$ cat src/rtl/perip_pwm_multi.sv
// rtl/perip_pwm_multi.sv - multi-channel PWM peripheral with shared period counter and shadowed duty/period
// Optional build macro: PWM_MULTI_IRQ_EN adds IRQ_EN register at 0x10 and drives irq from WRAP.
module perip_pwm_multi #(
    parameter int NCH   = 4,
    parameter int CNT_W = 16
) (
    input  logic             clk,
    input  logic             reset,
    input  logic [31:0]      d_in,
    input  logic             cs,
    input  logic [31:0]      addr,
    input  logic             rd,
    input  logic             wr,
    output logic [31:0]      d_out,
    output logic [NCH-1:0]   pwm,
    output logic             irq
);

    localparam logic [7:0] OFF_CTRL   = 8'h00;
    localparam logic [7:0] OFF_PERIOD = 8'h04;
    localparam logic [7:0] OFF_POL    = 8'h08;
    localparam logic [7:0] OFF_STATUS = 8'h0C;
`ifdef PWM_MULTI_IRQ_EN
    localparam logic [7:0] OFF_IRQEN  = 8'h10;
`endif

    logic                r_en;
    logic [CNT_W-1:0]    r_period_sh;
    logic [CNT_W-1:0]    r_period_act;
    logic [NCH-1:0]      r_pol;
    logic                r_wrap;
    logic [CNT_W-1:0]    r_cnt;
    logic [CNT_W-1:0]    r_duty_sh  [NCH];
    logic [CNT_W-1:0]    r_duty_act [NCH];
    logic [NCH-1:0]      r_pwm;
    logic [31:0]         r_dout;

    logic [7:0]          w_off;
    logic                w_we;
    logic                w_re;
    logic                w_duty_ok;
    logic                w_wrap;
    logic [31:0]         w_rdata;
    logic [NCH-1:0]      w_raw;
    logic                w_unused;

    assign w_off = addr[7:0];
    assign w_we  = cs && wr;
    assign w_re  = cs && rd;

    // DUTY window is 0x20..0x3C, word aligned, and only indices below NCH exist.
    assign w_duty_ok = (w_off[7:5] == 3'b001) && (w_off[1:0] == 2'b00) &&
                       ({29'd0, w_off[4:2]} < 32'(NCH));

    // A wrap happens on the edge where the running counter sits at the active period.
    assign w_wrap = r_en && (r_cnt == r_period_act);

    assign w_unused = &{1'b0, addr[31:8], d_in};

    // Bus-writable registers: control, shadows and polarity.
    always_ff @(posedge clk) begin
        if (reset) begin
            r_en        <= 1'b0;
            r_period_sh <= '0;
            r_pol       <= '0;
            for (int i = 0; i < NCH; i++) r_duty_sh[i] <= '0;
        end else if (w_we) begin
            if (w_off == OFF_CTRL)   r_en        <= d_in[0];
            if (w_off == OFF_PERIOD) r_period_sh <= d_in[CNT_W-1:0];
            if (w_off == OFF_POL)    r_pol       <= d_in[NCH-1:0];
            for (int i = 0; i < NCH; i++) begin
                if (w_duty_ok && (w_off[4:2] == 3'(i))) r_duty_sh[i] <= d_in[CNT_W-1:0];
            end
        end
    end

    // Period counter; active period/duty follow shadows while idle and reload only at a wrap.
    always_ff @(posedge clk) begin
        if (reset) begin
            r_cnt        <= '0;
            r_period_act <= '0;
            for (int i = 0; i < NCH; i++) r_duty_act[i] <= '0;
        end else if (!r_en || w_wrap) begin
            r_cnt        <= '0;
            r_period_act <= r_period_sh;
            for (int i = 0; i < NCH; i++) r_duty_act[i] <= r_duty_sh[i];
        end else begin
            r_cnt <= r_cnt + CNT_W'(1);
        end
    end

    // Sticky WRAP flag; a wrap in the same cycle as a clear keeps it set.
    always_ff @(posedge clk) begin
        if (reset) begin
            r_wrap <= 1'b0;
        end else if (w_wrap) begin
            r_wrap <= 1'b1;
        end else if (w_we && (w_off == OFF_STATUS) && d_in[0]) begin
            r_wrap <= 1'b0;
        end
    end

    // Raw compare per channel; unsigned so duty above the period gives a full-on output.
    always_comb begin
        w_raw = '0;
        for (int i = 0; i < NCH; i++) begin
            w_raw[i] = r_en && (r_cnt < r_duty_act[i]);
        end
    end

    // Registered PWM outputs with polarity applied; idle level is POL.
    always_ff @(posedge clk) begin
        if (reset) begin
            r_pwm <= '0;
        end else begin
            r_pwm <= w_raw ^ r_pol;
        end
    end

`ifdef PWM_MULTI_IRQ_EN
    logic r_irq_en;
    logic r_irq;

    // IRQ enable register and registered interrupt level.
    always_ff @(posedge clk) begin
        if (reset) begin
            r_irq_en <= 1'b0;
            r_irq    <= 1'b0;
        end else begin
            if (w_we && (w_off == OFF_IRQEN)) r_irq_en <= d_in[0];
            r_irq <= r_wrap && r_irq_en;
        end
    end

    assign irq = r_irq;
`else
    assign irq = 1'b0;
`endif

    // Read data mux; anything not decoded reads as zero.
    always_comb begin
        w_rdata = '0;
        case (w_off)
            OFF_CTRL:   w_rdata[0]           = r_en;
            OFF_PERIOD: w_rdata[CNT_W-1:0]   = r_period_sh;
            OFF_POL:    w_rdata[NCH-1:0]     = r_pol;
            OFF_STATUS: begin
                w_rdata[0]          = r_wrap;
                w_rdata[16 +: CNT_W] = r_cnt;
            end
`ifdef PWM_MULTI_IRQ_EN
            OFF_IRQEN:  w_rdata[0]           = r_irq_en;
`endif
            default: begin
                for (int i = 0; i < NCH; i++) begin
                    if (w_duty_ok && (w_off[4:2] == 3'(i))) w_rdata[CNT_W-1:0] = r_duty_sh[i];
                end
            end
        endcase
    end

    // Read port with one-cycle latency; returns zero when no read is strobed.
    always_ff @(posedge clk) begin
        if (reset) begin
            r_dout <= '0;
        end else begin
            r_dout <= w_re ? w_rdata : 32'd0;
        end
    end

    assign d_out = r_dout;
    assign pwm   = r_pwm;

endmodule
$ cat config.mk
export PLATFORM = sky130hd
export DESIGN_NAME = perip_pwm_multi
export DESIGN_NICKNAME = d
export VERILOG_FILES = /design/src/rtl/perip_pwm_multi.sv
export SDC_FILE = /design/constraint.sdc
export NUM_CORES = 1
export LEC_CHECK = 0
export ABC_AREA = 1
export ABC_CLOCK_PERIOD_IN_PS = 5350
export CELL_PAD_IN_SITES_DETAIL_PLACEMENT = 1
export CELL_PAD_IN_SITES_GLOBAL_PLACEMENT = 1
export CORE_ASPECT_RATIO = 1.1
export CORE_MARGIN = 2
export CORE_UTILIZATION = 30
export CTS_CLUSTER_SIZE = 24
export DETAILED_ROUTE_END_ITERATION = 6
export GPL_ROUTABILITY_DRIVEN = 0
export PLACE_DENSITY = 0.6
export SLEW_MARGIN = 20
export SYNTH_ARGS = -nofsm -noshare
export SYNTH_HDL_FRONTEND = slang
export SYNTH_SLANG_ARGS = --single-unit
$ cat constraint.sdc
create_clock -name clk -period 5.35 [get_ports clk]
set_input_delay 0.535 -clock clk [delete_from_list [all_inputs] [get_ports clk]]
set_output_delay 0.535 -clock clk [all_outputs]
set_load 0.05 [all_outputs]
* Yosys cells after proc, flatten, opt, wreduce, memory -nomap -nowiden
Memories as Yosys holds them, arrays and structs flattened.
Cells that the tools add are included.
** Operators by class
- Add/subtract/negate cells :: 1
- Magnitude comparators :: 5
- Eq/ne operators :: 8
- Mux-type cells :: 38
- Bitwise operators :: 11
- Reductions and logical operators :: 29
** Operators with widths (count)
- $mux W16 :: 12
- $lt A16 B16 Y1 :: 4
- $pmux W12 S2 :: 1
- $mux W1 :: 23
- $add A16 B1 Y16 const B :: 1
- $eq A16 B16 Y1 :: 1
- $eq A8 B4 Y1 const B :: 2
- $logic_and A1 B1 Y1 :: 15
- $pmux W3 S3 :: 1
- $eq A8 B3 Y1 const B :: 1
- $logic_not A8 Y1 :: 1
- $or A1 B1 Y1 :: 8
- $eq A3 B1 Y1 const B :: 2
- $eq A3 B2 Y1 const B :: 2
- $reduce_and A2 Y1 :: 3
- $reduce_or A2 Y1 :: 3
- $reduce_or A3 Y1 :: 2
- $pmux W1 S4 :: 1
- $xor A4 B4 Y4 :: 1
- $logic_not A3 Y1 :: 1
- $lt A3 B3 Y1 const B :: 1
- $logic_not A2 Y1 :: 1
- $not A1 Y1 :: 2
- $reduce_bool A2 Y1 :: 1
- 2 further kinds :: 2
** Word-level totals
- Flip-flop bits (word level) :: 90
- Bits in writable memories :: 128
- Input bits :: 69
- Word-level logic and storage cells :: 103
- Memories :: 2
** Memory list
- r_duty_act :: words 4, bits a word 16, read ports 4, clocked after Yosys merged registers in 0, wr ports 4, line 34 : logic [CNT_W-1:0] r_duty_act [NCH];
- r_duty_sh :: words 4, bits a word 16, read ports 4, clocked after Yosys merged registers in 0, wr ports 4, line 33 : logic [CNT_W-1:0] r_duty_sh [NCH];

* Depth between registers and ports, before layout
Gate-level depths: netlist (run 1).
- Depth after elaboration :: 9
- Depth in mapped cells :: 13
- Depth with buffers taken out :: 13

* Worst setup path after synthesis (run 1)
OpenSTA, ideal clock, no wires.
- Path type :: input port to flip-flop
- From :: input addr[1]
- To :: memory r_duty_sh[3][0] (enable)
- Arrival :: 2506 ps
- Data required time :: 4939 ps
- Slack :: 2433 ps
- Stages on the path :: 6
- Buffers on the path :: 1
- Cell sequence :: nor2_4 > nand4_4 > nor2_1 > inv_1 > buf_6 > o21ai_0
** RTL lines
- start: declaration :: line 11 : input logic [31:0] addr,
- end: declaration :: line 33

==> results.txt, run 1 <==
Hold Vio Cnt, Final = 0
Vias per cell = 4.53
Top-count cell post-synth = inv_1
Syn Nets = 1288
Sequential area share after synthesis = 52.4%
Post-CTS Hold Buffers = 0
Main synth FF type = edfxtp_1
Total Neg Setup Slack = 0 ns
Worst r2r dst = r_duty_act[0][12]
Number of synthesized flops with an enable pin = 128
Fmax = 345 MHz
Synth cell types = 35
CTS tree = yes
LEAKAGE = 0.00523 uW
Max-Slew Margin vs Limit = 30.8%
Synth Register Bits = 218
Post-Syn Instances = 1158
Clk slew on worst S/H paths = 0.06 ns
Die width = 185 microns
Slew @ Worst Pin = 1.04 ns
Fin area = 12600 sq um
Final HPWL DP = 21.8 mm
Routed len/inst = 17.3 microns
Synth area leader = edfxtp_1
Row cnt = 72
DRT iter0 DRCs = 447
Cts bufs inserted = 25
Cts repair resizes = 0
CTS H-tree lvls = 1
Starting Density = 30.5%
Worst Hold End = r_wrap
CP Class = reg -> reg
Largest net degree at the start of global routing = 65
Worst hold path stage count = 2
Synth top area share = 35.7%
Clock root cell = clkbuf_16
Ys Warns = 0
Share of layout cells above drive strength 1 = 9.83%
Antenna Diode Count = 0
Crit path max fanout = 49
Port-buffer cells = 64
Clock Tree Buf Depth = 3
FF-to-FF setup slack = 2.45 ns
Fillcell total = 4156
Global route overflow = 0
Core area = 35300 sq um
Final wirelength = 29.7 mm
DR pass1 iterations = 4
Worst EP arrival = 3.08 ns
Gr usage total = 16.2%
Area contributors post-synth = edfxtp_1 36%, dfxtp_1 17%, ha_1 7.1%, inv_1 6.8%, nand2_1 6.1%
Shortest period the worst path allows = 2.90 ns
Via count = 7797
Clk_lat worst skew = 0.54 ns
Crit share post-route = 54.1%
RSZ-0062 raised after global routing = false
DRC = 0
Placed cell areas = 11800 sq um
Full die area = 37500 sq um
Antenna violations before repair = 0
Max VDD drop = 0.155 mV
Setup Buffers After CTS = 0
Commonest cells post-synth = 195 x inv_1, 174 x nand2_1, 161 x nor2_1
Hold Crit Class = reg -> reg
Async SR Flop Fraction = 0%
Pwr dens = 295 nW/um^2
Global-route wire length before repair = 46.0 mm
Total of max-cap violations = 0
Area added between synthesis and finish = 17.1%
Outcome = completed
Worst Hold Launch = r_wrap
Die H = 203 microns
Number of global-route vias before repair = 7934
CP required = 5.53 ns
Reg2reg start = r_cnt[11]
Layout Nets = 1352
Reg2reg path depth = 7
Io pins = 106
Startpoint type of the worst setup path = flop
Synthesized area per cell = 9.31 sq um
Element type at the critical path end = flop
Post-Syn Area = 10800 sq um
CTS Sinks = 218
Final setup viols = 0
Max Slew Vio Count = 0
Clock skew = 0.0111 ns
Antenna-violating nets left = 0
==> kinds of logic (layout without fill, tap and decap cells) <==
| logic type | count (synthesis) | after routing | share of synthesized area (%) |
|---|---|---|---|
| XOR/XNOR | 19 | 19 | 1.54 |
| adder cells (fa/ha/maj) | 61 | 61 | 7.08 |
| other | 1 | 1 | 0.0348 |
| AND/OR/NAND/NOR | 523 | 523 | 24.8 |
| buffers and inverters | 232 | 315 | 9.24 |
| flip-flops | 218 | 218 | 52.4 |
| AO/OA/AOI/OAI | 104 | 104 | 4.94 |
==> cell type report <==
| type | instances | area [sq um] | share of cell area, % |
|---|---|---|---|
| inverter | 199 | 747 | 5.92 |
| clock inverter | 7 | 71.3 | 0.565 |
| multi-input combinational | 708 | 4150 | 32.8 |
| sequential | 218 | 5650 | 44.7 |
| tap | 481 | 602 | 4.77 |
| clock buffer | 39 | 728 | 5.77 |
| timing repair buffer | 70 | 686 | 5.43 |
==> layer usage <==
layer  up-vias  track usage [%]  routed length [microns]  part of all wire [%]
met2       116             27.4                    14000                    47
met3        34             1.69                      954                   3.2
met4         0             4.54                      759                   2.6
li1       3863                -                        -                     -
met1      3784             21.9                    14000                    47
met5         -                0                        0                     0
==> layout by cell type, fill, tap and decap left out, types with 5 or more instances in the layout <==
cell type          n
clkbuf_16         25
ha_1              61
nor2_2            13
clkbuf_1           9
dfxtp_1           90
nand3_1           56
nand2_1          174
o21ai_0           36
clkbuf_8           5
nand4_1           29
xnor2_1           10
buf_4              6
nor2_4            55
a21oi_1           63
nor3_1            21
xor2_1             9
inv_1            194
clkdlybuf4s50_1   64
edfxtp_1         128
nor2_1           161
==> flip-flops by register name (all words and copies together), names as in the netlist <==
register      count
r_cnt            16
r_duty_act       64
r_period_sh      16
r_wrap            1
r_pol             4
r_period_act     16
r_duty_sh        64
d_out            32
pwm               4
r_en              1
==> worst max-delay path by stage <==
stage | from | end | slack (ns) | depth (start not counted)
after floorplan | addr[1] | r_duty_sh[3][0] | 2.43 | 6
after global placement | addr[3] | r_duty_sh[2][6] | 2.19 | 7
after detailed placement | addr[3] | r_duty_sh[2][15] | 2.09 | 7
after CTS | r_cnt[11] | r_duty_act[0][11] | 2.32 | 7
after global routing | r_cnt[11] | r_duty_act[0][12] | 2.15 | 7
final | r_cnt[11] | r_duty_act[0][12] | 2.45 | 7
==> per-stage QoR <==
| step | setup WS (ns) | hold WS (ns) | total power [uW] | util [%] | instances |
|---|---|---|---|---|---|
| finish | 2.45 | 0.478 | 3730 | 35.7 | 1722 |
| global route | 2.15 | 0.490 | 3860 | 35.7 | 1722 |
| CTS | 2.32 | 0.476 | 3780 | 35.7 | 1722 |
| detailed placement | 2.09 | 0.460 | 2100 | 33.5 | 1676 |
| global placement | 2.19 | 0.460 | 2090 | 33.5 | 1676 |
| floorplan | 2.43 | 0.437 | 2020 | - | 1158 |
==> critical path, cell delays in order (launching register included) <==
cell	delay (ns)
dfxtp_1	0.63
xor2_1	0.12
nor3_1	0.17
nand2_1	0.12
nor2_2	0.21
nand2_4	0.22
nand3_4	0.55
buf_4	0.50
==> report_power, final <==
part	internal [uW]	total, uW	switching (uW)
Clock	984	1670	689
Combinational	68.0	208	140
Sequential	1820	1850	23.7
Total	2880	3730	853
(Power assumes the default switching activity.)
==> run 2: changes to the inputs <==
--- a/config.mk
+++ b/config.mk
@@ -6,7 +6,7 @@
 export NUM_CORES = 1
 export LEC_CHECK = 0
 export ABC_AREA = 1
-export ABC_CLOCK_PERIOD_IN_PS = 5350
+export ABC_CLOCK_PERIOD_IN_PS = 2700
 export CELL_PAD_IN_SITES_DETAIL_PLACEMENT = 1
 export CELL_PAD_IN_SITES_GLOBAL_PLACEMENT = 1
 export CORE_ASPECT_RATIO = 1.1
==> constraint.sdc (replaced) <==
create_clock -name clk -period 2.7 [get_ports clk]
set_input_delay 0.27 -clock clk [delete_from_list [all_inputs] [get_ports clk]]
set_output_delay 0.27 -clock clk [all_outputs]
set_load 0.05 [all_outputs]
==> results.txt, run 2 (synthesis gave the netlist of run 1 again) <==
Outcome = completed
Global route overflow = 0 (unchanged)
Full die area = 37500 sq um (unchanged)
Area added between synthesis and finish = 20.8%
Layout Nets = 1387 (+2.6%)
DRT iter0 DRCs = 420 (-6.0%)
Number of global-route vias before repair = 8207 (+3.4%)
Clock Tree Buf Depth = 3 (unchanged)
Global-route wire length before repair = 46.6 mm (+1.4%)
Total of max-cap violations = 0 (unchanged)
Max VDD drop = 0.409 mV (+160%)
Gr usage total = 16.3% (+0.085 points)
Pwr dens = 587 nW/um^2 (+99%)
Setup Buffers After CTS = 0 (unchanged)
Die H = 203 microns (unchanged)
Antenna violations before repair = 0 (unchanged)
DR pass1 iterations = 4 (unchanged)
Clock skew = 0.00873 ns (-0.00235 ns)
Antenna-violating nets left = 0 (unchanged)
Element type at the critical path end = flop
Slew @ Worst Pin = 0.598 ns (-0.440 ns)
LEAKAGE = 0.00546 uW (+4.5%)
Final setup viols = 0 (unchanged)
Most frequent cells in the layout = 194 x inv_1, 174 x nand2_1, 161 x nor2_1
Core Util, Final = 36.9% (+1.1 points)
Row cnt = 72 (unchanged)
Cts repair resizes = 0 (unchanged)
DP Cell Count = 1711 (+2.1%)
Clk slew on worst S/H paths = 0.06 ns (about the same)
Port-buffer cells = 64 (unchanged)
Non-filler instance count after layout = 1756 (+2.0%)
CP required = 2.92 ns (-2.61 ns)
CP Class = reg -> reg
Routed len/inst = 16.9 microns (-2.3%)
CTS H-tree lvls = 1 (unchanged)
CTS tree = yes
Shortest period the worst path allows = 2.24 ns (-0.657 ns)
Max-Slew Margin vs Limit = 59.8% (+29 points)
Post-CTS Hold Buffers = 0 (unchanged)
Worst hold path stage count = 3 (+1)
Total power = 7640 uW (+100%)
Antenna Diode Count = 0 (unchanged)
Clk_lat worst skew = 0.53 ns (about the same)
Hold Vio Cnt, Final = 0 (unchanged)
Startpoint type of the worst setup path = flop
Vias per cell = 4.43 (-2.2%)
Io pins = 106 (unchanged)
Largest net degree at the start of global routing = 31 (-52%)
Final HPWL DP = 22.7 mm (+4.0%)
Fillcell total = 4102 (-1.3%)
Starting Density = 30.5% (unchanged)
Worst EP arrival = 2.46 ns (-0.62 ns)
Crit path max fanout = 27 (-45%)
Via count = 7774 (-0.29%)
Max Slew Vio Count = 0 (unchanged)
Crit share post-route = 82.9% (+29 points)
Share of layout cells above drive strength 1 = 12.6% (+2.8 points)
WHS = 0.400 ns (-0.0780 ns)
CTS Sinks = 218 (unchanged)
Total Neg Setup Slack = 0 ns (unchanged)
Core area = 35300 sq um (unchanged)
DRC = 0 (unchanged)
Die width = 185 microns (unchanged)
Fmax = 447 MHz (+29%)
Clock root cell = clkbuf_16
Most common cell after layout, fill and taps aside = inv_1
RSZ-0062 raised after global routing = false
Reg2reg path depth = 6 (-1)
Cts bufs inserted = 25 (unchanged)
Hold Crit Class = in -> reg
Final wirelength = 29.6 mm (-0.34%)
-- run 2: layer usage --
layer / part of all wire, % / up-vias / wire [microns] / global-route usage [%]
li1: - / 3925 / - / -
met1: 47 / 3685 / 13900 / 22.4
met2: 47 / 131 / 14000 / 27.5
met3: 4.3 / 33 / 1280 / 1.63
met4: 1.5 / 0 / 450 / 3.66
met5: 0 / - / 0 / 0
-- run 2: path summary, 6_finish.rpt --
| path | slack, ns | to | from |
|---|---|---|---|
| max | 0.46 | r_duty_act[0][13] | r_cnt[15] |
| min | 0.40 | r_period_sh[7] | d_in[7] |
| min reg2reg | 0.48 | r_wrap | r_wrap |
| max reg2reg | 0.46 | r_duty_act[0][13] | r_cnt[15] |
-- run 2: area by class of cell --
| class | count | area, sq um | share of cell area, % |
|---|---|---|---|
| clock buffer | 28 | 647 | 4.97 |
| multi-input combinational | 708 | 4150 | 31.8 |
| tap | 481 | 602 | 4.62 |
| inverter | 199 | 747 | 5.74 |
| clock inverter | 17 | 206 | 1.59 |
| timing repair buffer | 105 | 1020 | 7.86 |
| sequential | 218 | 5650 | 43.4 |
-- run 2: metrics by stage --
step,area (sq um),setup WS [ns]
final,13000,0.461
after global routing,13000,0.297
after CTS,13000,0.429
after detailed placement,12200,0.437
after global placement,12200,0.459
after floorplan,10800,0.0475
-- run 2: where the power goes --
group / switching [uW] / internal [uW]
logic: 280 / 149
registers: 41.7 / 3610
clock network: 1360 / 2190
total: 1690 / 5950
-- run 2: worst max-delay path: stages, from the launching register on --
cell,delay [ns]
dfxtp_1,0.62
xnor2_1,0.17
nand4_1,0.12
nor2_2,0.22
nand2_4,0.21
nand3_4,0.33
buf_12,0.24
==> RTL change, RTL diff (settings of run 2) <==
The option `PWM_MULTI_IRQ_EN` is turned on by a define.
--- a/src/rtl/perip_pwm_multi.sv
+++ b/src/rtl/perip_pwm_multi.sv
@@ -2,2 +2,4 @@
 // Optional build macro: PWM_MULTI_IRQ_EN adds IRQ_EN register at 0x10 and drives irq from WRAP.
+`define PWM_MULTI_IRQ_EN
+
 module perip_pwm_multi #(
Behaviour: not the same (a bounded check fails within 4 cycles, from zero or initial values and one cycle with reset high).
==> RTL change against run 2 <==
- area after synthesis shrank 2.2%
- worst setup slack gained 0.14 ns
- die area shrank 2.1%
- routed wire length grew 0.91%
- total power shrank 5.8%
- critical path type unchanged
- count of clock-buffer cells in the layout grew 7
- design area shrank 2.6%
- sequential cell count grew 2
- largest power group unchanged
==> RTL change: results (changes against run 2) <==
metric;value;unit;change
status;completed;;
grt_usage;16.5;%;+0.30 points
ir_drop;0.369;mV;-9.9%
rr_endpoint;r_duty_act[2][0];;
comb_power_share;5.2;%;-0.4 points
crit_fanout;21;;-22%
tightest_slew;0.516;ns;-0.0821 ns
dp_slack;0.375;ns;-0.0616 ns
synth-xor-area-share;1.50;%;-0.049 points
power.switching;1.64;mW;-2.7%
drive_above_1_share;11.2;%;-1.5 points
wl_met1;14800;um;+6.4%
min_to;r_irq_en;;
crit_arrival;2.44;ns;-0.02 ns
whs;0.398;ns;-0.00167 ns
synthDistinctLibCells;34;;-2.9%
rr_startpoint;r_period_act[13];;
inv_count;208;;+4.5%
yosys.area_share.adder;7.24;%;+0.16 points
buf_share;8.13;%;+0.27 points
final-clk-cell-share;5.88;%;-0.67 points
nNetsFinal;1402;;+1.1%
die_w;183;um;-1.1%
clockBufferCount;35;;+25%
synth_area_leaders;edfxtp_1 36%, dfxtp_1 17%, inv_1 7.3%;;
fillers;4044;;-1.4%
multiInputGateArea;0.00388;mm^2;-6.5%
p_leak;5.43;nW;-0.62%
port_buffers;65;;+1.6%
synth_common_cells;205 x inv_1, 190 x nand2_1, 160 x nor2_1;;
grt_pass1_wl;47000;um;+0.85%
reg2regPathDepth;9;;+3
grt_pass1_vias;8264;;+0.69%
signal_buffers;109;;+3.8%
drt_wl_total;29900;um;+0.91%
clockPowerShare;43.5;%;-3.0 points
grt_max_degree;81;;+160%
skew;0.0161;ns;+0.00732 ns
viasPerCell;4.59;;+3.7%
dr_wl_met2;13700;um;-2.0%
## RTL change: changes by cell type in the layout (fill, tap and decap cells not counted), moves of 3 or more
| cell | run 2 | this run |
|---|---|---|
| inv_1 | 194 | 204 |
| nor2_2 | 13 | 45 |
| nand3_1 | 56 | 49 |
| nand2_1 | 174 | 190 |
| nor3_1 | 21 | 14 |
| nand3_2 | 1 | 4 |
| clkbuf_1 | 2 | 7 |
| nor2_4 | 55 | 5 |
| a21oi_1 | 63 | 76 |
| buf_4 | 35 | 40 |
| bufinv_16 | 5 | 0 |
## RTL change: kinds of logic (layout without fill, tap and decap cells)
logic type | Yosys count | count (layout)
AO/OA/AOI/OAI | 119 | 119
buffers and inverters | 242 | 362
AND/OR/NAND/NOR | 510 | 510
flip-flops | 220 | 220
XOR/XNOR | 18 | 18
adder cells (fa/ha/maj) | 61 | 61
## RTL change: metal layers
layer	GRT usage [%]	vias to the layer above
met1	23.4	3819
li1	-	3975
met4	3.37	0
met2	27.5	127
met3	1.65	37
met5	0	-
